<file path="config.mk">
export PLATFORM = sky130hd
export DESIGN_NAME = vga_capture_decoder
export DESIGN_NICKNAME = d
export VERILOG_FILES = /design/src/rtl/vga_capture_decoder.sv
export SDC_FILE = /design/constraint.sdc
export NUM_CORES = 1
export LEC_CHECK = 0
export ABC_CLOCK_PERIOD_IN_PS = 7000
export CAP_MARGIN = 20
export CORE_ASPECT_RATIO = 0.75
export CORE_UTILIZATION = 60
export CTS_CLUSTER_DIAMETER = 120
export CTS_CLUSTER_SIZE = 14
export DETAILED_ROUTE_END_ITERATION = 8
export DONT_BUFFER_PORTS = 1
export GPL_ROUTABILITY_DRIVEN = 0
export PLACE_DENSITY = 0.76
export SLEW_MARGIN = 20
export SYNTH_ARGS = -nofsm -noshare
export SYNTH_HDL_FRONTEND = slang
export SYNTH_SLANG_ARGS = --single-unit
</file>
<file path="constraint.sdc">
create_clock -name clk -period 7 [get_ports clk]
set_clock_uncertainty 0.1 [all_clocks]
set_input_delay 1.4 -clock clk [delete_from_list [all_inputs] [get_ports clk]]
set_output_delay 1.4 -clock clk [all_outputs]
set_load 0.1 [all_outputs]
</file>
<file path="src/rtl/vga_capture_decoder.sv">
// VGA timing sink. Samples hSync/vSync/rgb on the pixel strobe, recovers the
// x/y position of each sample, checks line and frame lengths, and streams the
// active pixels of locked frames out as frame-buffer writes.
//
// Handshake: there is no back-pressure. Each clk with wEn=1 carries exactly
// one write {addr, dataOut}; the consumer must accept it in that clk.
// addr and dataOut keep their last value while wEn=0.
module vga_capture_decoder #(
    parameter int WIDTH          = 640,
    parameter int HEIGHT         = 480,
    parameter int H_SYNC         = 96,
    parameter int H_BACK         = 48,
    parameter int H_TOTAL        = 800,
    parameter int V_SYNC         = 2,
    parameter int V_BACK         = 33,
    parameter int V_TOTAL        = 525,
    parameter int LOCK_FRAMES    = 2,
    parameter int BITS_PER_COLOR = 12,
    parameter int ADDRESS_WIDTH  = 20
) (
    input  logic                      clk,
    input  logic                      reset,
    input  logic                      pixEn,
    input  logic                      hSync,
    input  logic                      vSync,
    input  logic [BITS_PER_COLOR-1:0] rgb,
    output logic                      wEn,
    output logic [ADDRESS_WIDTH-1:0]  addr,
    output logic [BITS_PER_COLOR-1:0] dataOut,
    output logic                      locked,
    output logic                      frameStart,
    output logic [7:0]                errCount
);

    localparam int GOOD_W = (LOCK_FRAMES < 2) ? 1 : $clog2(LOCK_FRAMES + 1);

    localparam logic [10:0] H_TOTAL_C = 11'(H_TOTAL);
    localparam logic [10:0] V_TOTAL_C = 11'(V_TOTAL);
    localparam logic [10:0] H_OFF     = 11'(H_SYNC + H_BACK);
    localparam logic [10:0] H_END     = 11'(H_SYNC + H_BACK + WIDTH);
    localparam logic [10:0] V_OFF     = 11'(V_SYNC + V_BACK);
    localparam logic [10:0] V_END     = 11'(V_SYNC + V_BACK + HEIGHT);
    localparam logic [9:0]  CNT_MAX   = 10'h3FF;
    localparam logic [GOOD_W-1:0] LOCK_C = GOOD_W'(LOCK_FRAMES);

    typedef enum logic [1:0] {
        SEARCH  = 2'd0,
        ACQUIRE = 2'd1,
        LOCKED  = 2'd2
    } state_t;

    state_t              state;
    state_t              state_next;
    logic [GOOD_W-1:0]   good;
    logic [GOOD_W-1:0]   good_next;
    logic [GOOD_W-1:0]   good_inc;

    logic                prev_h;
    logic                prev_v;
    logic [9:0]          h_cnt;
    logic [9:0]          v_cnt;
    logic [9:0]          h_next;
    logic [9:0]          v_next;

    logic                h_edge;
    logic                v_start;
    logic                line_bad;
    logic                frame_bad;
    logic                timing_bad;
    logic                active;
    logic [9:0]          x;
    logic [8:0]          y;
    logic [ADDRESS_WIDTH-1:0] pixel_addr;

    logic                err_inc;
    logic                wr_next;
    logic                frame_start_next;

    // Sync edge detection and the position the current sample will occupy.
    always_comb begin
        h_edge  = pixEn & prev_h & ~hSync;
        v_start = h_edge & ~vSync & prev_v;

        h_next = h_cnt;
        if (h_edge) begin
            h_next = 10'd0;
        end else if (h_cnt != CNT_MAX) begin
            h_next = h_cnt + 10'd1;
        end

        v_next = v_cnt;
        if (v_start) begin
            v_next = 10'd0;
        end else if (h_edge && (v_cnt != CNT_MAX)) begin
            v_next = v_cnt + 10'd1;
        end

        // The old count is the index of the last sample of the closing line/frame.
        line_bad   = h_edge  && (({1'b0, h_cnt} + 11'd1) != H_TOTAL_C);
        frame_bad  = v_start && (({1'b0, v_cnt} + 11'd1) != V_TOTAL_C);
        timing_bad = line_bad | frame_bad;

        active = ({1'b0, h_next} >= H_OFF) && ({1'b0, h_next} < H_END) &&
                 ({1'b0, v_next} >= V_OFF) && ({1'b0, v_next} < V_END);
        x = h_next - H_OFF[9:0];
        y = v_next[8:0] - V_OFF[8:0];
        pixel_addr = ADDRESS_WIDTH'(x) + ADDRESS_WIDTH'(y) * ADDRESS_WIDTH'(WIDTH);
    end

    // Lock FSM: next state, good-frame count, error strobe and output requests.
    always_comb begin
        state_next       = state;
        good_next        = good;
        good_inc         = good + GOOD_W'(1);
        err_inc          = 1'b0;
        wr_next          = 1'b0;
        frame_start_next = 1'b0;

        if (pixEn) begin
            case (state)
                SEARCH: begin
                    if (v_start) begin
                        state_next = ACQUIRE;
                        good_next  = '0;
                    end
                end
                ACQUIRE: begin
                    if (timing_bad) begin
                        state_next = SEARCH;
                        err_inc    = 1'b1;
                    end else if (v_start) begin
                        good_next = good_inc;
                        if (good_inc == LOCK_C) begin
                            state_next = LOCKED;
                        end
                    end
                end
                LOCKED: begin
                    if (timing_bad) begin
                        state_next = SEARCH;
                        err_inc    = 1'b1;
                    end
                end
                default: begin
                    state_next = SEARCH;
                end
            endcase

            wr_next          = active && (state == LOCKED);
            frame_start_next = v_start && (state_next == LOCKED);
        end
    end

    // FSM state and good-frame counter registers.
    always_ff @(posedge clk) begin
        if (reset) begin
            state <= SEARCH;
            good  <= '0;
        end else begin
            state <= state_next;
            good  <= good_next;
        end
    end

    // Sync history and x/y counters advance only on the pixel strobe.
    always_ff @(posedge clk) begin
        if (reset) begin
            prev_h <= 1'b1;
            prev_v <= 1'b1;
            h_cnt  <= 10'd0;
            v_cnt  <= 10'd0;
        end else if (pixEn) begin
            prev_h <= hSync;
            h_cnt  <= h_next;
            v_cnt  <= v_next;
            if (h_edge) begin
                prev_v <= vSync;
            end
        end
    end

    // Registered write port, frame pulse and saturating error counter.
    always_ff @(posedge clk) begin
        if (reset) begin
            wEn        <= 1'b0;
            addr       <= '0;
            dataOut    <= '0;
            frameStart <= 1'b0;
            errCount   <= 8'd0;
        end else begin
            wEn        <= wr_next;
            frameStart <= frame_start_next;
            if (wr_next) begin
                addr    <= pixel_addr;
                dataOut <= rgb;
            end
            if (err_inc && (errCount != 8'hFF)) begin
                errCount <= errCount + 8'd1;
            end
        end
    end

    assign locked = (state == LOCKED);

endmodule

</file>
[Word level (Yosys, flattened, before mapping)]
Index checks and enable logic that the tools add are counted.
Operators by class
  add/subtract/negate cells: 9
  multipliers: 1
  magnitude comparators: 4
  equality and inequality tests: 12
  muxes and demuxes: 19
  bitwise operators: 8
  reduce and logical (&&, ||, !) cells: 15
Operators with widths (count)
  $mux 10: 4
  $add 10x1->11 const B: 2
  $ne 11x10->1 const B: 2
  $add 10x1->10 const B: 2
  $add 10x19->20: 1
  $lt 10x10->1 const B: 2
  $ne 10x10->1 const B: 2
  $mux 2: 9
  $mul 9x3->12 const B: 1
  $ge 10x6->1 const B: 1
  $ge 10x8->1 const B: 1
  $sub 10x8->10 const B: 1
  $logic_and 1x1->1: 9
  $sub 9x6->9 const B: 1
  $add 8x1->8 const B: 1
  $ne 8x8->1 const B: 1
  $eq 2x2->1 const B: 3
  $ne 2x2->1 const B: 3
  $pmux 2 s3: 1
  $reduce_and 5->1: 1
  $and 1x1->1: 4
  $mux 1: 4
  $pmux 2 s2: 1
  $reduce_or 2->1: 2
  other kinds (7): 9
Word-level totals
  register bits after elaboration: 68
  bits of input ports: 17
  output and inout bits: 43
  word-level logic and storage cells: 79

[Depth between registers and ports, before layout]
Gate-level depths: netlist of run 1.
  depth after elaboration: 11
  gate-level depth with buffers: 21
  gate-level depth less buffers: 19

[Worst setup path before layout of run 1]
Ideal clock, no wire load.
  kind: input to register
  start point: input port hSync
  end point: register addr[18]
  setup time: 0.072 ns
  data arrival time: 5.719 ns
  data required time: 6.828 ns
  path slack: 1.108 ns
  cell stages on the path: 18
  buffers on the path: 2
  cells stage by stage: nand3b_2 -> nor2_1 -> clkbuf_1 -> buf_1 -> nor2_1 -> ha_1 -> o21bai_2 -> o31ai_2 -> xnor2_1 -> ha_1 -> ha_1 -> o21ai_0 -> a21oi_1 -> o31ai_1 -> o311ai_0 -> or3_1 -> a211o_1 -> mux2i_1
On the way
  cells in the longest elaborated chain, start to end: 10
  elaborated cells between the ends (all ways): 21
  classes of those cells: 3 x add/sub; 1 x mul; 4 x order compare; 4 x mux; 4 x bitwise; 5 x reduce/logical
RTL lines
  from (decl): RTL line 24  | input logic hSync,
  $not 1->1 (*): RTL line 81  | h_edge = pixEn & prev_h & ~hSync;
  $and 1x1->1 (*): RTL line 81
  $and 1x1->1 / $logic_and 1x1->1 (equally long branches): RTL line 82, 94
  $and 1x1->1 / $mux 10 (equally long branches): RTL line 82, 94
  $mux 10 (*): RTL line 92  | if (v_start) begin
  via v_next[1]: RTL line 63  | logic [9:0] v_next;
  parallel branches: the longest is 5 deep, another holds $add 10x19->20
  to (signal assigned): RTL line 194  | addr <= pixel_addr;
  to (decl): RTL line 28  | output logic [ADDRESS_WIDTH-1:0] addr,
Mark *: on every way through the listed nets, which the timed path passes.
A chain may end at the register's enable or synchronous reset.

[Worst setup path in the final report of run 1]
Same ends and word-level chain as after synthesis.

==> results of run 1 <==
worst min-delay path by stage:
stage                       start       to  slack [ns]  cells past startpoint
after CTS                 good[1]  good[1]        0.38                      2
after global placement    good[1]  good[1]        0.35                      2
after floorplan           good[1]  good[1]        0.35                      2
after detailed placement  good[1]  good[1]        0.37                      2
final                     good[1]  good[1]        0.39                      2
after global routing      good[1]  good[1]        0.42                      2
metrics by stage:
| stage | hold slack [ns] | utilization [%] |
|---|---|---|
| after detailed placement | 0.371 | 62.9 |
| after global routing | 0.418 | 65.6 |
| after CTS | 0.382 | 65.6 |
| final | 0.386 | 65.6 |
| after global placement | 0.346 | 62.9 |
| after floorplan | 0.345 | - |
cell type report:
class / instances / area, µm²
Inverter: 20 / 75.1
Tap cell: 101 / 126
Multi-Input combinational cell: 446 / 3150
Clock buffer: 9 / 124
Clock inverter: 7 / 81.3
Fill cell: 648 / 2600
Timing Repair Buffer: 6 / 45.0
Sequential cell: 68 / 1360
cells by family after synthesis:
family | count (synthesis)
multiplexers | 16
AND/OR/NAND/NOR | 194
buffers and inverters | 68
flip-flops | 68
AO/OA/AOI/OAI | 172
XOR/XNOR | 35
adder cells (fa/ha/maj) | 29
routing by layer:
metal	wire [µm]	vias to the layer above	part of all wire [%]	GRT usage (%)
met3	1110	17	8.9	8.73
met4	144	0	1.2	6.76
met2	5470	175	44	46.2
li1	-	2113	-	-
met5	0	-	0	0
met1	5670	2115	46	41.9
flip-flops by register name, summed over array words and instances (netlist names), 2 cells and up:
signal    count
addr         20
dataOut      12
good          2
h_cnt        10
state         2
errCount      8
v_cnt        10
where the power goes:
group	internal, mW	leakage [nW]	switching [mW]
Clock	0.170	0.101	0.177
Sequential	0.389	0.548	0.00492
Combinational	0.0407	1.08	0.0583
Total	0.600	1.73	0.240
placed cells by master, fill, tap and decap left out, types with 18 or more instances in the layout:
master and count:
a21oi_1 42, nand2_1 36, a31oi_1 18, o31ai_1 24
nand4_1 23, nand3_1 20, dfxtp_1 68, o21ai_0 24
nor2_1 38, ha_1 27, inv_1 20, xnor2_1 21
critical path, stage by stage:
cell	delay [ns]
nand3b_2	0.42
a31oi_4	0.38
xnor2_1	0.18
or2_2	0.17
inv_1	0.07
ha_1	0.23
o21bai_2	0.23
or3_4	0.43
o21ai_0	0.15
ha_1	0.22
inv_1	0.06
fa_1	0.44
xor2_1	0.20
nor4b_1	0.48
nand4b_1	0.24
or3_1	0.41
a211o_1	0.26
mux2i_1	0.11
==> results.cfg, run 1 <==
[timing]
setup_slack_ns = 1.11
slew_viol_final = 0
relSlewSlack_pct = 24.2
period_share_pct = 84.1
setup_viol = 0
layout_min_cycle_time_ns = 5.89
fmax_mhz = 170
hold_violations = 0
tightest_slew_ns = 1.14
fin_setup_tns_ns = 0
rsz0062_at_grt = no

[layout]
final_net_count = 597
layout-drive-gt1-share_pct = 8.45
antenna_cells = 0
fin_area_um2 = 4960
area_growth_syn_to_layout_pct = 3.07
fin_cells = 657

[floorplan]
coreArea_um2 = 7570
start_util_pct = 63.6
die_area_um2 = 8390
rows = 27
ios = 60
die_x_um = 105
fp.dieH_um = 79.6

[critical_path]
critPathCaptureType = flop
r2r_end = addr[18]
startpoint_type = primary input
worstPathRequired_ns = 7.20
r2r_setup_slack_ns = 1.63
criticalPathCategory = in -> reg
startpoint = hSync
worst-r2r-cell-count = 18
cp_max_fo = 18
cp.arrival_ns = 6.08
reg2reg_from = v_cnt[3]
critPathCapture = addr[18]

[synthesis]
yosysMostFrequentCell = dfxtp_1
yosys.area.top_type = dfxtp_1
muxShareOfSynthArea_pct = 3.40
yosys.area_share.simple_pct = 21.9
synthTopCellsByArea = dfxtp_1, ha_1, a21oi_1
synth_nets = 628
synth_edf_count = 0
yosysSeqAreaShare_pct = 28.3
synth_fa_ha_area_share_pct = 7.85
ys_async_sr_fraction_pct = 0
yosysUniqueCellTypes = 73
synth_commonest_cells = dfxtp_1, a21oi_1, nor2_1
synth_top_area_share_pct = 28.3
synth-xor-area-share_pct = 6.65
avgSynthCellArea_um2 = 8.27
synth_seq_cells = 68
yosysWarnings = 0
synth_top_family_by_area = compound AO/OA/AOI/OAI gates
syn_inst = 582
syn_area_um2 = 4820
synth_compound_area_share_pct = 25.5
ys.flop_type = dfxtp_1

[cts]
ctsHoldBuffers = 0
cts_inserted_buffers = 9
clock_latency_ns = 0.36
cts_sinks = 68
post_cts_buffers = 0
clock_tree.buffer_depth = 2
cts_tree = done
cts_root_buf = clkbuf_8
htree_levels = 3
post_cts_resized = 0
clk_pin_slew_ns = 0.09

[pwr]
power_density_nw_per_um2 = 169
peakVddDrop_uv = 117
leakagePower_nw = 1.73
p_total_mw = 0.840

[global_routing]
grt_antenna_before_repair = 0
grt_usage_pct = 30.2
grt_max_degree = 62
grt_pass1_wl_mm = 20.2
grt_overflow_total = 0
grt_pass1_vias = 4021

[drt]
wl_per_cell_um = 18.9
drtIter0Drc = 318
drc_errors = 0
vias = 4420
drt_pass1_iterations = 5
drt-total-wl_mm = 12.4
ant_nets = 0
vias_per_cell = 6.73

[run_status]
status = completed

[place]
placedCellCount = 641
port-buffer-count = 0
dp_hpwl_mm = 8.68
dpl-instance-area_um2 = 4760
dp_slack_ns = 0.783

[worst_hold_path]
hold_path.class = reg -> reg

[flow_run]
maxCapViolations = 0
No activity file was read; power rests on OpenSTA's default activity.
==> run 2: changes to the inputs <==
--- a/config.mk
+++ b/config.mk
@@ -5,10 +5,10 @@
 export SDC_FILE = /design/constraint.sdc
 export NUM_CORES = 1
 export LEC_CHECK = 0
-export ABC_CLOCK_PERIOD_IN_PS = 7000
+export ABC_CLOCK_PERIOD_IN_PS = 5000
 export CAP_MARGIN = 20
 export CORE_ASPECT_RATIO = 0.75
-export CORE_UTILIZATION = 60
+export CORE_UTILIZATION = 58
 export CTS_CLUSTER_DIAMETER = 120
 export CTS_CLUSTER_SIZE = 14
 export DETAILED_ROUTE_END_ITERATION = 8
==> constraint.sdc (replaced) <==
create_clock -name clk -period 5 [get_ports clk]
set_clock_uncertainty 0.1 [all_clocks]
set_input_delay 1 -clock clk [delete_from_list [all_inputs] [get_ports clk]]
set_output_delay 1 -clock clk [all_outputs]
set_load 0.1 [all_outputs]
==> results.cfg, run 2 (synthesis gave the netlist of run 1 again) <==
[layout]
max_flop_register = addr
area_growth_syn_to_layout_pct = 7.53
fin_area_um2 = 5180
antenna_cells = 0
mostFrequentLayoutCell = dfxtp_1
final_net_count = 619
layout-drive-gt1-share_pct = 12.8
final_cell_mix = dfxtp_1, a21oi_1, nor2_1
top_regs = addr x20, dataOut x12
largest_reg_flops = 20
fillCellCount = 635

[drt]
vias = 4475
drt_pass1_iterations = 5
drtIter0Drc = 321
drt-total-wl_mm = 12.5
drc_errors = 0
vias_per_cell = 6.55
wl_per_cell_um = 18.3
ant_nets = 0

[worst_hold_path]
holdCritStartpoint = good[1]
hold-path-endpoint = good[1]
hold_depth = 2
hold_path.class = reg -> reg

[cts]
ctsHoldBuffers = 0
clock_latency_ns = 0.37
cts_tree = done
clock_tree.buffer_depth = 2
cts_root_buf = clkbuf_8
post_cts_buffers = 0
htree_levels = 3
cts_sinks = 68
clk_pin_slew_ns = 0.09
cts_inserted_buffers = 9

[global_routing]
grt_antenna_before_repair = 0
grt_max_degree = 62
grt_overflow_total = 0
grt_pass1_wl_mm = 20.5
grt_usage_pct = 30.4
grt_pass1_vias = 4090

[timing]
setup_viol = 0
layout_min_cycle_time_ns = 4.67
fin_setup_tns_ns = 0
slew_viol_final = 0
period_share_pct = 93.4
tightest_slew_ns = 1.13
rsz0062_at_grt = no
fmax_mhz = 214
relSlewSlack_pct = 24.8
hold_violations = 0

[floorplan]
start_util_pct = 60.6
fp.dieH_um = 80.9
coreArea_um2 = 7950
rows = 28
die_x_um = 107
die_area_um2 = 8680
ios = 60

[pwr]
p_total_mw = 1.20
leakagePower_nw = 1.85
peakVddDrop_uv = 175
power_density_nw_per_um2 = 231

[critical_path]
worst-r2r-cell-count = 18
crit_path_frequent_cell = ha_1
critPathCaptureType = flop
cp.arrival_ns = 4.86
criticalPathCategory = reg -> reg
path_buf_inv = 1
worstPathRequired_ns = 5.20
reg2reg_from = v_cnt[8]
r2r_setup_slack_ns = 0.33
crit_path_top_delay_cell = dfxtp_1
cp_slowest_stage_delay_ns = 0.48
cp_cell_sequence = and4_1 -> a31oi_4 -> xnor2_1 -> or2_4 -> inv_1 -> ha_1 -> o21bai_2 -> o31ai_4 -> xnor2_1 -> ha_1 -> ha_1 -> o21ai_0 -> a21oi_1 -> o31ai_1 -> o311ai_1 -> or3_1 -> a211o_1 -> mux2i_1
startpoint_type = flop
cpLargestDelayFamily = compound AO/OA/AOI/OAI gates
cp_max_fo = 6
r2r_end = addr[18]

[place]
port-buffer-count = 0
dpl-instance-area_um2 = 4970
dp_hpwl_mm = 8.91

[run_status]
status = completed

[flow_run]
maxCapViolations = 0
==> run 2: report_power, final <==
group          switching (mW)  internal [mW]
clock network           0.248          0.239
registers             0.00686          0.545
logic                  0.0893         0.0684
==> run 2: worst max path at each step <==
| stage | start | endpoint | slack [ns] | cells past startpoint |
|---|---|---|---|---|
| 2_1_floorplan | hSync | addr[18] | 0.04 | 18 |
| 3_3_place_gp | hSync | addr[18] | 0.12 | 18 |
| 3_5_place_dp | hSync | addr[18] | 0.0001 | 18 |
| 4_1_cts | hSync | addr[18] | 0.37 | 18 |
| 5_1_grt | v_cnt[8] | addr[18] | 0.02 | 18 |
| 6_report | v_cnt[8] | addr[18] | 0.33 | 18 |
==> run 2: layout make-up <==
| class | count | area [µm²] | share of cell area (%) |
|---|---|---|---|
| clock buffer | 9 | 124 | 2.39 |
| clock inverter | 7 | 82.6 | 1.59 |
| inverter | 20 | 75.1 | 1.45 |
| multi-input combinational | 446 | 3190 | 61.7 |
| sequential | 68 | 1360 | 26.3 |
| tap | 105 | 131 | 2.54 |
| timing repair buffer | 28 | 210 | 4.06 |
==> run 2: metrics by stage <==
stage          utilization, %  hold WS [ns]  std cells  setup WS [ns]
2_1_floorplan               -         0.345        582         0.0432
3_3_place_gp             62.5         0.349        667          0.124
3_5_place_dp             62.5         0.356        667      0.0000964
4_1_cts                  65.1         0.368        683          0.367
5_1_grt                  65.1         0.415        683         0.0173
6_report                 65.1         0.368        683          0.331
==> run 2: repair_timing <==
action	CTS	global route
hold endpoints to repair	0	0
endpoints found under the setup margin	0	1
resized for setup	0	1
==> run 2: per-layer routing <==
layer / routed length [µm] / vias to the layer above / global-route usage (%)
li1: - / 2161 / -
met1: 5820 / 2102 / 42.3
met2: 5470 / 198 / 45.5
met3: 1080 / 14 / 8.75
met4: 147 / 0 / 9.32
met5: 0 / - / 0
==> run 2: worst register-to-register path: cells and delay by family (launching register included) <==
| kind | cells | cell delay (ns) |
|---|---|---|
| multiplexers | 1 | 0.11 |
| flip-flops | 1 | 0.48 |
| adder cells (fa/ha/maj) | 3 | 0.82 |
| buffers and inverters | 1 | 0.06 |
| XOR/XNOR | 2 | 0.38 |
| AO/OA/AOI/OAI | 8 | 1.73 |
| AND/OR/NAND/NOR | 3 | 0.90 |
==> run 3: changes to the inputs <==
--- a/config.mk
+++ b/config.mk
@@ -15,6 +15,7 @@
 export DONT_BUFFER_PORTS = 1
 export GPL_ROUTABILITY_DRIVEN = 0
 export PLACE_DENSITY = 0.76
+export RECOVER_POWER = 25
 export SLEW_MARGIN = 20
 export SYNTH_ARGS = -nofsm -noshare
 export SYNTH_HDL_FRONTEND = slang
==> results.cfg, run 3 (synthesis gave the netlist of run 1 again) <==
[run_status]
status = completed

[layout]
mostFrequentLayoutCell = dfxtp_1
final_cell_mix = dfxtp_1, a21oi_1, nor2_1
fillCellCount = 639
antenna_cells = 0
multi_input_area_um2 = 3190
post-route-util_pct = 64.9
top_regs = addr x20, dataOut x12
seq_area_um2 = 1360
largest_reg_flops = 20
final_net_count = 619
layout-drive-gt1-share_pct = 11.8
area_growth_syn_to_layout_pct = 7.14
fin_area_um2 = 5160
max_flop_register = addr

[drt]
drt_pass1_iterations = 5
vias = 4461
drtIter0Drc = 402
ant_nets = 0
drt-total-wl_mm = 12.5
wl_per_cell_um = 18.4
drc_errors = 0
vias_per_cell = 6.53

[floorplan]
coreArea_um2 = 7950
fp.dieH_um = 80.9
rows = 28
die_area_um2 = 8680
ios = 60
start_util_pct = 60.6
die_x_um = 107

[critical_path]
startpoint = v_cnt[8]
worstPathRequired_ns = 5.20
worst-r2r-cell-count = 18
cp_slowest_stage_delay_ns = 0.48
criticalPathCategory = reg -> reg
cp_max_fo = 6
critPathCaptureType = flop
crit_path_frequent_cell = ha_1
cp_cell_sequence = and4_1 -> a31oi_4 -> xnor2_1 -> or2_4 -> inv_1 -> ha_1 -> o21bai_2 -> o31ai_4 -> xnor2_1 -> ha_1 -> ha_1 -> o21ai_0 -> a21oi_1 -> o31ai_1 -> o311ai_1 -> or3_1 -> a211o_1 -> mux2i_1
startpoint_type = flop
cp.arrival_ns = 4.86
cpLargestDelayFamily = compound AO/OA/AOI/OAI gates
path_buf_inv = 1
reg2reg_from = v_cnt[8]
crit_path_top_delay_cell = dfxtp_1
r2r_end = addr[18]
r2r_setup_slack_ns = 0.34

[pwr]
peakVddDrop_uv = 176
power_density_nw_per_um2 = 232
leakagePower_nw = 1.83

[global_routing]
grt_max_degree = 62
grt_antenna_before_repair = 0
grt_usage_pct = 30.4
grt_pass1_wl_mm = 20.5
grt_overflow_total = 0
grt_pass1_vias = 4090

[place]
port-buffer-count = 0
dp_slack_ns = 0.0000964
dp_hpwl_mm = 8.91
dpl-instance-area_um2 = 4970

[worst_hold_path]
hold_path.class = reg -> reg
holdCritStartpoint = good[1]
hold-path-endpoint = good[1]
hold_depth = 2

[timing]
setup_slack_ns = 0.336
setup_viol = 0
fin_setup_tns_ns = 0
rsz0062_at_grt = no
fmax_mhz = 214
relSlewSlack_pct = 24.2
hold_violations = 0
tightest_slew_ns = 1.14
slew_viol_final = 0
worst_hold_slack_ns = 0.368
period_share_pct = 93.3
layout_min_cycle_time_ns = 4.66

[cts]
ctsHoldBuffers = 0
clk_pin_slew_ns = 0.08
htree_levels = 3
post_cts_resized = 0
cts_tree = done
cts_inserted_buffers = 9
clock_tree.buffer_depth = 2
clock_latency_ns = 0.37
cts_sinks = 68
cts_root_buf = clkbuf_8
post_cts_buffers = 0

[flow_run]
maxCapViolations = 0
run 3: final cells by class:
class | count | area share [%]
well taps | 105 | 2.55
multi-input cells | 446 | 61.9
flip-flops and latches | 68 | 26.4
clock buffers | 9 | 2.40
inverters | 20 | 1.45
clock inverters | 7 | 1.60
repair buffers | 28 | 3.71
run 3: per-stage QoR:
step,power (mW),cells
after floorplan,0.686,582
after global placement,0.713,667
after detailed placement,0.718,667
after CTS,1.20,683
after global routing,1.25,683
final,1.19,683
run 3: worst max-delay path by stage:
stage / to / slack [ns] / cells after the start
finish: addr[18] / 0.34 / 18
global route: addr[18] / 0.02 / 18
CTS: addr[18] / 0.37 / 18
detailed placement: addr[18] / 0.0001 / 18
global placement: addr[18] / 0.12 / 18
floorplan: addr[18] / 0.04 / 18
run 3: layer usage:
layer	routed length (µm)	global-route usage (%)
met1	5920	42.3
met2	5460	45.5
met3	990	8.75
met4	184	9.32
met5	0	0
run 3: power breakdown:
| part | leakage [nW] | total [mW] | internal [mW] | switching, mW |
|---|---|---|---|---|
| combinational | 1.18 | 0.156 | 0.0672 | 0.0892 |
| sequential | 0.549 | 0.552 | 0.545 | 0.00698 |
| clock | 0.0988 | 0.487 | 0.239 | 0.248 |
run 3: tightest hold or removal path: stages (launching register included):
cell and delay, ns:
dfxtp_1 0.33, nand2_1 0.06, a21oi_1 0.05
